**config.mk**
```make
export PLATFORM = sky130hd
export DESIGN_NAME = robot_move_sequencer
export DESIGN_NICKNAME = d
export VERILOG_FILES = /design/src/rtl/robot_pkg.sv /design/src/rtl/sensor_debounce.sv /design/src/rtl/robot_move_sequencer.sv
export SDC_FILE = /design/constraint.sdc
export NUM_CORES = 1
export LEC_CHECK = 0
export CORE_MARGIN = 2
export CORE_UTILIZATION = 48
export CTS_CLUSTER_DIAMETER = 150
export DETAILED_ROUTE_END_ITERATION = 10
export GPL_ROUTABILITY_DRIVEN = 0
export PLACE_DENSITY = 0.77
export SYNTH_ARGS = -nofsm -noshare
export SYNTH_HDL_FRONTEND = slang
export SYNTH_SLANG_ARGS = --single-unit
```
**constraint.sdc**
```tcl
create_clock -name clk -period 1.81 [get_ports clk]
set_input_delay 0.362 -clock clk [delete_from_list [all_inputs] [get_ports clk]]
set_output_delay 0.362 -clock clk [all_outputs]
set_load 0.05 [all_outputs]
```
**src/rtl/robot_pkg.sv**
```systemverilog
// Shared types and constants for the robot move sequencer.
package robot_pkg;

    // Sequencer states
    typedef enum logic [2:0] {
        ST_IDLE     = 3'd0,
        ST_SAMPLE   = 3'd1,
        ST_DECIDE   = 3'd2,
        ST_EXEC     = 3'd3,
        ST_MOVE_FWD = 3'd4,
        ST_MOVE_ROT = 3'd5,
        ST_FAULT    = 3'd6
    } seq_state_e;

    // Fault cause codes
    localparam logic [1:0] FLT_NONE    = 2'b00;
    localparam logic [1:0] FLT_BOXED   = 2'b01;
    localparam logic [1:0] FLT_ILLEGAL = 2'b10;

    // {cmd_front, cmd_rotate} encodings from the decision FSM
    localparam logic [1:0] CMD_FRONT  = 2'b10;
    localparam logic [1:0] CMD_ROTATE = 2'b01;

    // Saturating 16-bit increment for the move counter
    function automatic logic [15:0] sat_inc16(input logic [15:0] v);
        return (v == 16'hFFFF) ? v : v + 16'd1;
    endfunction

endpackage

```
**src/rtl/sensor_debounce.sv**
```systemverilog
// Debounces one raw wall sensor: the clean output only follows the raw
// input after it has disagreed for DEB_CYCLES consecutive cycles.
module sensor_debounce #(
    parameter int unsigned DEB_CYCLES = 4
) (
    input  logic clk,
    input  logic rst_n,
    input  logic raw,
    output logic clean
);

    localparam int unsigned CW = $clog2(DEB_CYCLES + 1);

    logic [CW-1:0] cnt_q, cnt_d;
    logic          clean_q, clean_d;

    // Count disagreement cycles; flip the clean value on the last one
    always_comb begin
        cnt_d   = cnt_q;
        clean_d = clean_q;
        if (raw == clean_q) begin
            cnt_d = '0;
        end else if (cnt_q == CW'(DEB_CYCLES - 1)) begin
            clean_d = raw;
            cnt_d   = '0;
        end else begin
            cnt_d = cnt_q + CW'(1);
        end
    end

    // Debounce state registers
    always_ff @(posedge clk or negedge rst_n) begin
        if (!rst_n) begin
            cnt_q   <= '0;
            clean_q <= 1'b0;
        end else begin
            cnt_q   <= cnt_d;
            clean_q <= clean_d;
        end
    end

    assign clean = clean_q;

endmodule

```
**src/rtl/robot_move_sequencer.sv**
```systemverilog
// Sequencer around the wall-following decision FSM: debounces sensors,
// strobes the decision FSM once per move, turns its command into a timed
// motor pulse, counts moves and latches boxed-in / illegal-command faults.
module robot_move_sequencer
    import robot_pkg::*;
#(
    parameter int unsigned DEB_CYCLES    = 4,
    parameter int unsigned SETTLE_CYCLES = 4,
    parameter int unsigned FWD_CYCLES    = 8,
    parameter int unsigned ROT_CYCLES    = 12,
    parameter int unsigned MAX_ROTS      = 4
) (
    input  logic        clk,
    input  logic        rst_n,
    input  logic        run,
    input  logic        head_raw,
    input  logic        left_raw,
    input  logic        cmd_front,
    input  logic        cmd_rotate,
    output logic        head,
    output logic        left,
    output logic        step,
    output logic        motor_fwd,
    output logic        motor_rot,
    output logic        busy,
    output logic        fault,
    output logic [1:0]  fault_code,
    output logic [15:0] move_count
);

    // One down-counter times both settle and move phases, sized to the longest
    localparam int unsigned CNT_MAX0 = (SETTLE_CYCLES > FWD_CYCLES) ? SETTLE_CYCLES : FWD_CYCLES;
    localparam int unsigned CNT_MAX  = (CNT_MAX0 > ROT_CYCLES) ? CNT_MAX0 : ROT_CYCLES;
    localparam int unsigned CNT_W    = $clog2(CNT_MAX + 1);
    localparam int unsigned ROT_W    = $clog2(MAX_ROTS + 1);

    localparam logic [CNT_W-1:0] SETTLE_LD = CNT_W'(SETTLE_CYCLES - 1);
    localparam logic [CNT_W-1:0] FWD_LD    = CNT_W'(FWD_CYCLES - 1);
    localparam logic [CNT_W-1:0] ROT_LD    = CNT_W'(ROT_CYCLES - 1);

    seq_state_e       state_q, state_d;
    logic [CNT_W-1:0] cnt_q, cnt_d;
    logic [ROT_W-1:0] rot_q, rot_d, rot_inc;
    logic [15:0]      mc_q, mc_d;
    logic [1:0]       fc_q, fc_d;

    sensor_debounce #(.DEB_CYCLES(DEB_CYCLES)) u_deb_head (
        .clk   (clk),
        .rst_n (rst_n),
        .raw   (head_raw),
        .clean (head)
    );

    sensor_debounce #(.DEB_CYCLES(DEB_CYCLES)) u_deb_left (
        .clk   (clk),
        .rst_n (rst_n),
        .raw   (left_raw),
        .clean (left)
    );

    // State and datapath registers; reset forces IDLE so motors drop at once
    always_ff @(posedge clk or negedge rst_n) begin
        if (!rst_n) begin
            state_q <= ST_IDLE;
            cnt_q   <= '0;
            rot_q   <= '0;
            mc_q    <= '0;
            fc_q    <= FLT_NONE;
        end else begin
            state_q <= state_d;
            cnt_q   <= cnt_d;
            rot_q   <= rot_d;
            mc_q    <= mc_d;
            fc_q    <= fc_d;
        end
    end

    assign rot_inc = rot_q + ROT_W'(1);

    // Next-state and datapath update
    always_comb begin
        state_d = state_q;
        cnt_d   = cnt_q;
        rot_d   = rot_q;
        mc_d    = mc_q;
        fc_d    = fc_q;
        case (state_q)
            ST_IDLE: begin
                if (run) begin
                    state_d = ST_SAMPLE;
                    cnt_d   = SETTLE_LD;
                end
            end
            ST_SAMPLE: begin
                if (!run)               state_d = ST_IDLE;
                else if (cnt_q == '0)   state_d = ST_DECIDE;
                else                    cnt_d   = cnt_q - CNT_W'(1);
            end
            ST_DECIDE: state_d = ST_EXEC;
            ST_EXEC: begin
                case ({cmd_front, cmd_rotate})
                    CMD_FRONT: begin
                        state_d = ST_MOVE_FWD;
                        cnt_d   = FWD_LD;
                        rot_d   = '0;
                    end
                    CMD_ROTATE: begin
                        rot_d = rot_inc;
                        if (rot_inc == ROT_W'(MAX_ROTS)) begin
                            state_d = ST_FAULT;
                            fc_d    = FLT_BOXED;
                        end else begin
                            state_d = ST_MOVE_ROT;
                            cnt_d   = ROT_LD;
                        end
                    end
                    default: begin
                        state_d = ST_FAULT;
                        fc_d    = FLT_ILLEGAL;
                    end
                endcase
            end
            ST_MOVE_FWD, ST_MOVE_ROT: begin
                // run is deliberately ignored here; moves always finish
                if (cnt_q == '0) begin
                    mc_d    = sat_inc16(mc_q);
                    state_d = ST_SAMPLE;
                    cnt_d   = SETTLE_LD;
                end else begin
                    cnt_d = cnt_q - CNT_W'(1);
                end
            end
            ST_FAULT: begin
                // Rotation count is cleared so a new run starts fresh
                if (!run) begin
                    state_d = ST_IDLE;
                    fc_d    = FLT_NONE;
                    rot_d   = '0;
                end
            end
            default: state_d = ST_IDLE;
        endcase
    end

    // Outputs decoded purely from registered state
    always_comb begin
        step      = 1'b0;
        motor_fwd = 1'b0;
        motor_rot = 1'b0;
        busy      = 1'b1;
        fault     = 1'b0;
        case (state_q)
            ST_IDLE:     busy      = 1'b0;
            ST_DECIDE:   step      = 1'b1;
            ST_MOVE_FWD: motor_fwd = 1'b1;
            ST_MOVE_ROT: motor_rot = 1'b1;
            ST_FAULT: begin
                busy  = 1'b0;
                fault = 1'b1;
            end
            default: ;
        endcase
    end

    assign fault_code = fc_q;
    assign move_count = mc_q;

endmodule

```
==> metrics.txt, run 1 <==
Final Cycle Share 0.9986; Initial Utilization 0.4983; diodes inserted 0; CTS H-tree lvls 2; IO Pins 32; Synth top cells by count 36 x dfrtp_1, 15 x nand2_1, 11 x xor2_1; Setup CP Type reg2out; Async SR Flop Fraction 1.000; leakage dissipation 1.282 nW; PD cells 1226 nW/um^2; number of distinct library cells after synthesis 48; final global-route overflow total 0; Worst-Margin Slew 0.4542 ns; sequential share of the synthesized area 0.4520; CP endpoint kind output port; top cells by area, synth dfrtp_1 45%, xor2_1 4.8%, ha_1 4.4%; Die Height 68.44 um; die area 4684 sq um; post-layout util 0.6991; WL final 4236 um; CP peak stage delay 0.40 ns; vias in the first global route 1,557; mean routed wirelength per cell 14.07 um; final antenna-violating net count 0; Setup-failing EPs final 0; Worst-path clk slew 0.07 ns; Critical Path, Cell by Cell buf_6 -> nor2b_1 -> or3_4 -> buf_12; Yosys top cell area share 0.4520; Mapped Cells 190; synthesized area 1993 sq um; RSZ-0062 raised after global routing true; final net count 264; largest net degree at the start of global routing 37; Pre-Repair DR Iteration Count 4; reg2reg start rot_q[0]; post-synthesis register bit count 36; Max Buffers Root-to-Sink 2; min-delay worst type reg2reg; CTS tree yes; # port buffers 31; Post-synth EDFFs 0; worst skew pair latency 0.29 ns; cts bufs inserted 5; Worst Path Arrival 1.45 ns; max cap viols 0; Crit-path slowest cell dfrtp_1; status finished clean; initial drt markers 66; initial antenna violation count 0; layout cells sized above 1 0.4263; hold slack 0.4421 ns; Max Freq 553.3 MHz; Core ar. 4000 sq um; Setup Total Neg Slack 0 ns; critical path required time 1.45 ns; Final Worst Setup Slack 0.002520 ns; DIE WIDTH 68.44 um; Avg Inst Size Synth 10.49 sq um; CTS root buffer clkbuf_8; CTS Hold Bufs 0; YS warnings 0; # DRC 0; Tmin final 1.807 ns; syn_nets 204; CTS sink cnt 36; crit path launch state_q[1]; row cnt 23; final max-slew violation count 0; pre-CTS setup slack -0.1680 ns; Crit Path Max Fanout 9; via count 1,603; first-pass GRT wire length 6969 um; area leader, netlist dfrtp_1; VDD IR max 752.8 uV; final setup skew 0.008085 ns; Synth Flop Type dfrtp_1; filler instances 297; most common cell in the netlist dfrtp_1; hpwl dp 2985 um; synthesis-to-layout area growth 40.30%; HP Start u_deb_head.cnt_q[0]; Hold Vio Cnt, Final 0; Slew HR 0.6972; via/cell ratio 5.326; Worst setup SP type flip-flop; total track usage 0.2017
per-layer routing:
metal | track usage | part of all wire | vias to the layer above
met2 | 0.3101 | 0.47 | 33
met1 | 0.2643 | 0.47 | 759
met5 | 0 | 0 | -
met3 | 0.05921 | 0.042 | 6
li1 | - | - | 805
met4 | 0.08250 | 0.017 | 0
final timing paths:
| check | to | slack [ns] | depth (start not counted) |
|---|---|---|---|
| max | busy | 0.003 | 4 |
| min | u_deb_head.cnt_q[0] | 0.44 | 1 |
| max reg2reg | cnt_q[2] | 0.01 | 5 |
| min reg2reg | u_deb_head.cnt_q[0] | 0.44 | 1 |
| max in group asynchronous | move_count[4] | 0.97 | 2 |
| min in group asynchronous | move_count[8] | 0.48 | 2 |
final cells by class:
cell class / instances / area (sq um) / share of cell area
Timing Repair Buffer: 60 / 535.5 / 0.1915
Multi-Input combinational cell: 139 / 1127 / 0.4031
Tap cell: 50 / 62.56 / 0.02237
Clock inverter: 1 / 30.03 / 0.01074
Sequential cell: 36 / 914.6 / 0.3271
Clock buffer: 7 / 96.34 / 0.03445
Inverter: 8 / 30.03 / 0.01074
cells by family after synthesis:
family	share of synthesized area
adder cells (fa/ha/maj)	0.04394
multiplexers	0.03390
XOR/XNOR	0.07031
AO/OA/AOI/OAI	0.1456
buffers and inverters	0.03704
flip-flops	0.4520
AND/OR/NAND/NOR	0.2172
registers in the layout, indices dropped and copies added, names as in the netlist:
register          count
u_deb_left.cnt_q      3
fault_code            2
u_deb_left.clean      1
move_count           16
u_deb_head.clean      1
rot_q                 3
u_deb_head.cnt_q      3
cnt_q                 4
state_q               3
repair_timing:
action	4_1_cts	5_1_grt
pin swaps	0	3
gates resized for setup	1	23
setup buffers	0	5
setup endpoints to repair	2	20
layout by cell type (no fill, tap or decap), types with 3 or more instances in the layout:
cell type,count
xor2_1,10
nor2b_1,7
nand3b_1,3
nand3_1,4
inv_1,6
nand2_1,14
a21oi_2,3
mux2_2,5
nor4_2,4
dfrtp_2,11
clkbuf_8,7
buf_12,5
ha_1,7
dfrtp_1,25
buf_4,47
a31oi_1,3
nor3b_1,4
a21oi_1,4
and2_1,3
xnor2_1,5
nor3_1,6
clkdlybuf4s50_1,6
nor2_1,8
o21ai_0,8
critical path: cells and delay by family, from the launching register on:
kind | cells | cell delay [ns]
flops | 1 | 0.40
simple gates | 2 | 0.46
buf+inv | 2 | 0.30
stage by stage:
step | power, mW | instances | instance area [sq um]
2_1_floorplan | 2.004 | 190 | 2014
3_3_place_gp | 2.520 | 288 | 2524
3_5_place_dp | 2.555 | 288 | 2524
4_1_cts | 3.356 | 296 | 2655
5_1_grt | 3.630 | 301 | 2796
6_report | 3.427 | 301 | 2796
power breakdown:
| part | internal [mW] | leakage [nW] | switching, mW | total [mW] |
|---|---|---|---|---|
| registers | 0.988 | 0.461 | 0.186 | 1.17 |
| logic | 0.677 | 0.757 | 0.791 | 1.47 |
| clock network | 0.486 | 0.0645 | 0.299 | 0.785 |
(Power assumes the default switching activity.)
==> inputs of run 2 (changes only) <==
--- a/config.mk
+++ b/config.mk
@@ -5,12 +5,14 @@
 export SDC_FILE = /design/constraint.sdc
 export NUM_CORES = 1
 export LEC_CHECK = 0
+export ABC_CLOCK_PERIOD_IN_PS = 1810
 export CORE_MARGIN = 2
-export CORE_UTILIZATION = 48
+export CORE_UTILIZATION = 50
+export CTS_BUF_LIST = sky130_fd_sc_hd__clkbuf_2 sky130_fd_sc_hd__clkbuf_4 sky130_fd_sc_hd__clkbuf_8
 export CTS_CLUSTER_DIAMETER = 150
 export DETAILED_ROUTE_END_ITERATION = 10
 export GPL_ROUTABILITY_DRIVEN = 0
-export PLACE_DENSITY = 0.77
+export PLACE_DENSITY = 0.79
 export SYNTH_ARGS = -nofsm -noshare
 export SYNTH_HDL_FRONTEND = slang
 export SYNTH_SLANG_ARGS = --single-unit
==> run 2 against run 1 <==
Clock skew is 0.0012 ns higher. Register-to-register slack improved by 0.02 ns. First-iteration DRC count grew 42%. Combinational power grew 3%. Total power shrank 3.3%. Sequential share of layout area fell by 0.20 points. Worst setup slack better by 0.018 ns. Final cell count is the same. Largest cell class unchanged. Largest power group unchanged.
==> metrics.txt, run 2 (synthesis gave the netlist of run 1 again) <==
Worst-path clk slew 0.07 ns (about the same); final antenna-violating net count 0 (unchanged); final max-slew violation count 0 (unchanged); final net count 266 (was 264); max cap viols 0 (unchanged); row cnt 22 (was 23); Reg power frac 0.355 (was 0.343); Max Freq 558.8 MHz (was 553.3 MHz); filler instances 253 (was 297); Tmin final 1.790 ns (was 1.807 ns); Comb pwr share 0.456 (was 0.428); WL final 4358 um (was 4236 um); Setup Total Neg Slack 0 ns (unchanged); Setup-failing EPs final 0 (unchanged); Setup CP Type reg2out (unchanged); Slew HR 0.7027 (was 0.6972); met2 wire length 2104 um (was 1979 um); total track usage 0.2156 (was 0.2017); Final Cycle Share 0.9888 (was 0.9986); Worst setup SP type flip-flop (unchanged); commonest non-fill, non-tap cell in the layout buf_4 (unchanged); leakage dissipation 1.273 nW (was 1.282 nW); via/cell ratio 5.601 (was 5.326); # DRC 0 (unchanged); Placed Instances 284 (was 288); layout cells sized above 1 0.4348 (was 0.4263); Core ar. 3744 sq um (was 4000 sq um); post-layout util 0.7517 (was 0.6991); metal1 wirelength 1926 um (was 2002 um); RSZ-0062 raised after global routing true (unchanged); final global-route overflow total 0 (unchanged); WL met3 245 um (was 180 um); largest net degree at the start of global routing 37 (unchanged); Die Height 67.14 um (was 68.44 um); critical path required time 1.45 ns (about the same); Sw Pwr 1.304 mW (was 1.276 mW); Register-to-Register Setup Slack 0.03 ns (was 0.01 ns); # port buffers 31 (unchanged); synthesis-to-layout area growth 41.18% (was 40.30%); max FFs per register 16 (unchanged); die area 4507 sq um (was 4684 sq um); status finished clean (unchanged); cts bufs inserted 5 (unchanged); vias in the first global route 1,546 (was 1,557); initial antenna violation count 0 (unchanged); Hold Vio Cnt, Final 0 (unchanged); CTS tree yes (unchanged); CP endpoint kind output port (unchanged); Pre-Repair DR Iteration Count 4 (unchanged); sw frac 0.3932 (was 0.3724); CTS sink cnt 36 (unchanged); Worst-Margin Slew 0.4460 ns (was 0.4542 ns); initial drt markers 94 (was 66); VDD IR max 764.8 uV (was 752.8 uV); placed inst area 2506 sq um (was 2524 sq um); Max Buffers Root-to-Sink 2 (unchanged); first-pass GRT wire length 7196 um (was 6969 um); PD cells 1178 nW/um^2 (was 1226 nW/um^2); most frequent cells in the layout 47 x buf_4, 25 x dfrtp_1, 14 x nand2_1 (unchanged); CTS Hold Bufs 0 (unchanged); mean routed wirelength per cell 14.48 um (was 14.07 um); CTS root buffer clkbuf_8 (unchanged); Worst Path Arrival 1.43 ns (was 1.45 ns); diodes inserted 0 (unchanged); Crit Path Max Fanout 6 (was 9); IO Pins 32 (unchanged); total power after layout 3.316 mW (was 3.427 mW); Internal 2.012 mW (was 2.151 mW); top routing layer used met4 (unchanged); Initial Utilization 0.5324 (was 0.4983); worst skew pair latency 0.29 ns (about the same); min-delay worst type reg2reg (unchanged); fin area 2814 sq um (was 2796 sq um); Final Non-Filler Cells 301 (unchanged); via count 1,686 (was 1,603); Clk pwr share 0.189 (was 0.229); final setup skew 0.009300 ns (was 0.008085 ns); DIE WIDTH 67.14 um (was 68.44 um); hpwl dp 2944 um (was 2985 um); CTS H-tree lvls 2 (unchanged)
run 2: changes by cell type in the layout (fill, tap and decap cells not counted), sizes merged:
cell	previous run	this run
bufinv	1	0
buf	54	56
clkinvlp	0	1
run 2: power by group through the flow:
stage	combinational, mW	sequential (mW)	clock (mW)
3_5_place_dp	1.36	1.18	0
6_report	1.51	1.18	0.626
2_1_floorplan	0.645	1.36	0
4_1_cts	1.39	1.17	0.635
5_1_grt	1.62	1.21	0.679
3_3_place_gp	1.33	1.17	0
run 2: cell type report:
class | count | area, sq um | area share
Tap cell | 48 | 60.06 | 0.02134
Sequential cell | 36 | 914.6 | 0.3250
Clock buffer | 7 | 90.09 | 0.03201
Clock inverter | 1 | 7.507 | 0.002668
Multi-Input combinational cell | 139 | 1154 | 0.4100
Inverter | 8 | 30.03 | 0.01067
Timing Repair Buffer | 62 | 558.0 | 0.1983
run 2: per-stage QoR:
step | setup slack, ns | hold WS [ns]
3_3_place_gp | -0.1023 | 0.4293
5_1_grt | -0.08560 | 0.4830
4_1_cts | -0.01969 | 0.4490
3_5_place_dp | -0.1610 | 0.4389
2_1_floorplan | 0.01685 | 0.06641
6_report | 0.02036 | 0.4485
run 2: worst paths after layout:
| check | to | depth (start not counted) | startpoint |
|---|---|---|---|
| hold reg to reg | u_deb_left.cnt_q[0] | 1 | u_deb_left.cnt_q[0] |
| max in group asynchronous | move_count[11] | 2 | rst_n |
| setup reg to reg | move_count[15] | 6 | cnt_q[0] |
| min in group asynchronous | rot_q[1] | 2 | rst_n |
| setup / recovery | busy | 3 | state_q[2] |
| hold / removal | u_deb_left.cnt_q[0] | 1 | u_deb_left.cnt_q[0] |
run 2: repair_timing:
action / in CTS / in global routing
buffers inserted: 2 / 7
endpoints found under the hold margin: 0 / 0
gates resized for setup: 7 / 24
setup endpoints to repair: 7 / 20
pin swaps: 0 / 9
run 2: critical path: stages, from the launching register on:
cell     delay (ns)
dfrtp_1        0.40
nor2b_2        0.20
or3_4          0.38
buf_12         0.16
run 2: routing by layer:
metal | vias up | GRT usage
met1 | 811 | 0.2868
met2 | 54 | 0.3403
met3 | 10 | 0.04667
met5 | - | 0
met4 | 0 | 0.09184
li1 | 811 | -
